<file path="config.mk">
export PLATFORM = sky130hd
export DESIGN_NAME = vga_sync_ctrl
export DESIGN_NICKNAME = d
export VERILOG_FILES = /design/src/rtl/vga_sync_ctrl.sv
export SDC_FILE = /design/constraint.sdc
export NUM_CORES = 1
export LEC_CHECK = 0
export BUFFER_PORTS_ARGS = -buffer_cell sky130_fd_sc_hd__buf_2
export CAP_MARGIN = 30
export CORE_MARGIN = 2
export CORE_UTILIZATION = 48
export CTS_CLUSTER_SIZE = 14
export DETAILED_ROUTE_END_ITERATION = 8
export GPL_ROUTABILITY_DRIVEN = 0
export PLACE_DENSITY = 0.71
export SLEW_MARGIN = 30
export SYNTH_ARGS = -nofsm -noshare
export SYNTH_HDL_FRONTEND = slang
export SYNTH_SLANG_ARGS = --single-unit
</file>
<file path="constraint.sdc">
create_clock -name clk -period 6.25 [get_ports clk]
set_clock_uncertainty 0.2 [all_clocks]
set_input_delay 1.25 -clock clk [delete_from_list [all_inputs] [get_ports clk]]
set_output_delay 1.25 -clock clk [all_outputs]
set_load 0.01 [all_outputs]
</file>
<file path="src/rtl/vga_sync_ctrl.sv">
// vga_sync_ctrl: VGA timing generator. A clock divider produces the pixel
// rate; horizontal and vertical phase machines walk active / front porch /
// sync / back porch and drive the registered sync, blanking and position
// outputs used by the downstream pixel generator.
module vga_sync_ctrl #(
  parameter int H_VISIBLE = 640,
  parameter int H_FP      = 16,
  parameter int H_SYNC    = 96,
  parameter int H_BP      = 48,
  parameter int V_VISIBLE = 480,
  parameter int V_FP      = 10,
  parameter int V_SYNC    = 2,
  parameter int V_BP      = 33,
  parameter int DIV       = 2
) (
  input  logic       clk,
  input  logic       reset,
  input  logic       enable,
  output logic       pixel_tick,
  output logic [9:0] pixel_x,
  output logic [9:0] pixel_y,
  output logic       hsync,
  output logic       vsync,
  output logic       video_on,
  output logic       frame_start
);

  localparam int H_TOTAL = H_VISIBLE + H_FP + H_SYNC + H_BP;
  localparam int V_TOTAL = V_VISIBLE + V_FP + V_SYNC + V_BP;
  localparam int DIV_W   = (DIV > 1) ? $clog2(DIV) : 1;

  typedef enum logic [1:0] {H_ACT, H_FRONT, H_SYNCP, H_BACK} h_state_t;
  typedef enum logic [1:0] {V_ACT, V_FRONT, V_SYNCP, V_BACK} v_state_t;

  logic [DIV_W-1:0] div;
  h_state_t         h_state, h_state_n, h_succ;
  v_state_t         v_state, v_state_n, v_succ;
  logic [9:0]       h_seg, v_seg;
  logic [9:0]       h_len, v_len;
  logic             h_last, v_last;
  logic             tick_now, eol, eof;

  // Tick decode and next-phase selection for both machines
  always_comb begin
    tick_now = enable && (div == DIV_W'(DIV - 1));
    eol      = tick_now && (pixel_x == 10'(H_TOTAL - 1));
    eof      = eol && (pixel_y == 10'(V_TOTAL - 1));

    h_len  = 10'(H_VISIBLE);
    h_succ = H_FRONT;
    case (h_state)
      H_ACT:   begin h_len = 10'(H_VISIBLE); h_succ = H_FRONT; end
      H_FRONT: begin h_len = 10'(H_FP);      h_succ = H_SYNCP; end
      H_SYNCP: begin h_len = 10'(H_SYNC);    h_succ = H_BACK;  end
      H_BACK:  begin h_len = 10'(H_BP);      h_succ = H_ACT;   end
      default: begin h_len = 10'(H_VISIBLE); h_succ = H_ACT;   end
    endcase
    h_last    = (h_seg == h_len - 10'd1);
    h_state_n = h_state;
    if (tick_now && h_last) h_state_n = h_succ;

    v_len  = 10'(V_VISIBLE);
    v_succ = V_FRONT;
    case (v_state)
      V_ACT:   begin v_len = 10'(V_VISIBLE); v_succ = V_FRONT; end
      V_FRONT: begin v_len = 10'(V_FP);      v_succ = V_SYNCP; end
      V_SYNCP: begin v_len = 10'(V_SYNC);    v_succ = V_BACK;  end
      V_BACK:  begin v_len = 10'(V_BP);      v_succ = V_ACT;   end
      default: begin v_len = 10'(V_VISIBLE); v_succ = V_ACT;   end
    endcase
    v_last    = (v_seg == v_len - 10'd1);
    v_state_n = v_state;
    if (eol && v_last) v_state_n = v_succ;
  end

  // Divider, both phase machines, positions and registered outputs
  always_ff @(posedge clk or posedge reset) begin
    if (reset) begin
      div         <= '0;
      h_state     <= H_ACT;
      v_state     <= V_ACT;
      h_seg       <= '0;
      v_seg       <= '0;
      pixel_x     <= '0;
      pixel_y     <= '0;
      pixel_tick  <= 1'b0;
      hsync       <= 1'b1;
      vsync       <= 1'b1;
      video_on    <= 1'b0;
      frame_start <= 1'b0;
    end else begin
      pixel_tick  <= tick_now;
      frame_start <= eof;
      // Blanking is forced while frozen; otherwise it tracks the phase
      // the machines are entering on this edge.
      video_on    <= enable && (h_state_n == H_ACT) && (v_state_n == V_ACT);
      if (enable) begin
        if (tick_now) begin
          div     <= '0;
          h_state <= h_state_n;
          h_seg   <= h_last ? 10'd0 : h_seg + 10'd1;
          pixel_x <= (pixel_x == 10'(H_TOTAL - 1)) ? 10'd0 : pixel_x + 10'd1;
          hsync   <= (h_state_n != H_SYNCP);
          if (eol) begin
            v_state <= v_state_n;
            v_seg   <= v_last ? 10'd0 : v_seg + 10'd1;
            pixel_y <= (pixel_y == 10'(V_TOTAL - 1)) ? 10'd0 : pixel_y + 10'd1;
            vsync   <= (v_state_n != V_SYNCP);
          end
        end else begin
          div <= div + DIV_W'(1);
        end
      end
    end
  end

endmodule

</file>
==> reports/results.txt <==
status = finished clean
startpoint types = primary input
clock tree buffer depth = 2
detailed placer's ending HPWL = 3.69 mm
Sink Count = 50
CTS tree = done
Core ar. = 5510 um^2
Final Cycle Share = 47.6%
Synth-to-Final Area Change = 12.0%
RR Startpoint = h_state[0]
synth unique cells = 48
Fill cells = 493
hold crit path type = reg2reg
GRT overflow = 0
CP Max Fanout = 23
Synth top cells by count = dfrtp_1 (48), nand2_1 (32), nor2_1 (26)
post-route minimum period = 2.98 ns
diode count = 0
height of the die = 79.6 um
Die X = 79.6 um
worst hold start = hsync
layout cells sized above 1 = 15.4%
Cells after Synth = 284
RSZ-0062 raised after global routing = false
Setup violations, final = 0
critical path class = in2reg
Worst-path clk slew = 0.09 ns
Final #Nets = 330
Worst Path Required = 6.28 ns
post-CTS sizing = 0
clk_lat worst skew = 0.30 ns
Global Route Usage Sum = 18.0%
Hold Path Depth = 2
async set-reset flop share out of synthesis = 100%
Max Fclk = 0.336 GHz
CTS Buf Count = 5
CP endpoint kind = flop
PD cells = 261 nW/um^2
Vias = 2071
routed wire length = 5.19 mm
Reg2Reg Depth = 7
CTS hold repair buffers = 0
Fin Setup TNS = 0 ns
number of I/O port buffers = 27
post-synthesis net count = 303
WL/cell = 13.5 um
antenna-violating nets left = 0
count leader, synth = dfrtp_1
pins over their slew limit = 0
die area = 6340 um^2
Critical Path AT = 3.01 ns
Area contributors post-synth = dfrtp_1 (44%), ha_1 (7.3%), xnor2_1 (5.7%)
post-synthesis sequential element count = 50
Min-Delay Endpoint = hsync
vias per std cell = 5.39
Inst Count DP = 376
initial antenna violation count = 0
count of flip-flops with a built-in enable after synthesis = 0
syn avg cell area = 9.67 um^2
H-tree depth = 2
Root Buffer = clkbuf_8
pin count of the biggest net entering global routing = 51
Finished Layout Cells = 384
Main synth FF type = dfrtp_1
Post-CTS Setup Inserts = 0
num ports = 28
Residual DRC = 0
Starting Density = 49.9%
Worst slew margin = 47.3%
Synth top area share = 43.8%
vias in the first global route = 2034
Yosys warnings = 0
r2r setup slk = 3.67 ns
Peak VDD IR = 0.000219 V
Cell Area, Synth = 2750 um^2
Yosys top cell by area = dfrtp_1
first-pass GRT wire length = 9.07 mm
site row count = 27
Placement Cell Area = 2930 um^2
Seq/Total Area, Yosys = 45.7%
max_cap viols = 0
Final Hold Viols = 0
Lkg Pwr = 0.00144 uW
drt pass-1 iters = 4
capturing point of the worst reg2reg path = h_state[0]
Fin Hold WS = 0.273 ns
Initial DRC Count = 83
worst slew pin tran = 0.790 ns
cell area after layout = 3080 um^2
area by class of cell:
class / count / area [um^2] / area share [%]
multi-input cells: 214 / 1400 / 45.6
clock inverters: 2 / 60.1 / 1.95
flip-flops and latches: 50 / 1250 / 40.8
inverters: 13 / 51.3 / 1.67
clock buffers: 6 / 82.6 / 2.69
repair buffers: 27 / 135 / 4.39
well taps: 72 / 90.1 / 2.93
how the worst max path moves through the flow:
stage | startpoint | endpoint | slack, ns | cells past startpoint
CTS | enable | pixel_y[8] | 3.26 | 6
finish | enable | pixel_y[8] | 3.27 | 6
detailed placement | enable | pixel_y[8] | 2.94 | 6
global placement | enable | pixel_y[6] | 3.00 | 6
global route | enable | pixel_y[8] | 3.10 | 6
floorplan | reset | div | 3.60 | 1
through the flow:
step	setup WS (ns)	total power [uW]	util, %
after floorplan	3.60	490	-
after global placement	3.00	528	53.2
after detailed placement	2.94	533	53.3
after CTS	3.26	811	55.9
after global routing	3.10	849	55.9
final	3.27	802	55.9
layout by cell type, fill, tap and decap left out, types with 3 or more instances in the layout:
master and instances:
or3_1 3, mux2i_1 3, nand3_1 19, dfrtp_1 48
a22o_1 3, and3_1 5, ha_1 16, nand4_1 7
nand2_1 32, buf_2 27, and4_1 3, inv_1 12
a21oi_1 7, nor2_1 26, clkbuf_8 6, xor2_1 12
nor3_1 9, o21ai_0 20, xnor2_1 18
power breakdown:
group / leakage (uW) / switching [uW] / internal, uW
registers: 0.000637 / 40.7 / 364
logic: 0.000736 / 70.1 / 51.6
clock network: 0.0000714 / 105 / 171
total: 0.00144 / 216 / 586
routing by layer:
| metal | vias up | track usage [%] | wire length [um] |
|---|---|---|---|
| met2 | 26 | 30.6 | 2470 |
| met1 | 997 | 24.2 | 2520 |
| met3 | 6 | 3.28 | 150 |
| met5 | - | 0 | 0 |
| li1 | 1042 | - | - |
| met4 | 0 | 3.62 | 49 |
sequential cells by signal (all words and copies together) (netlist names):
name,cells
h_seg,10
pixel_tick,1
vsync,1
div,1
pixel_y,10
v_seg,10
pixel_x,10
frame_start,1
video_on,1
h_state,2
v_state,2
hsync,1
cell families (layout without fill, tap and decap cells):
logic type                 Yosys count  in the layout  share of synthesized area, %
AOI/OAI and AO/OA                   40             40                          8.98
and+or+nand+nor                    123            123                          23.3
muxes                                5              5                          1.91
xor gates and xnor gates            30             30                          9.57
buffers and inverters               20             48                          3.24
DFF                                 50             50                          45.7
adders and majority gates           16             16                          7.29
worst max-delay path, cell delays in order:
cell and delay, ns:
buf_2 0.13, and4_1 0.27, and4_1 0.74, nand4_1 0.28
nor2_1 0.18, xor2_1 0.15
No activity file was read; power rests on OpenSTA's default activity.
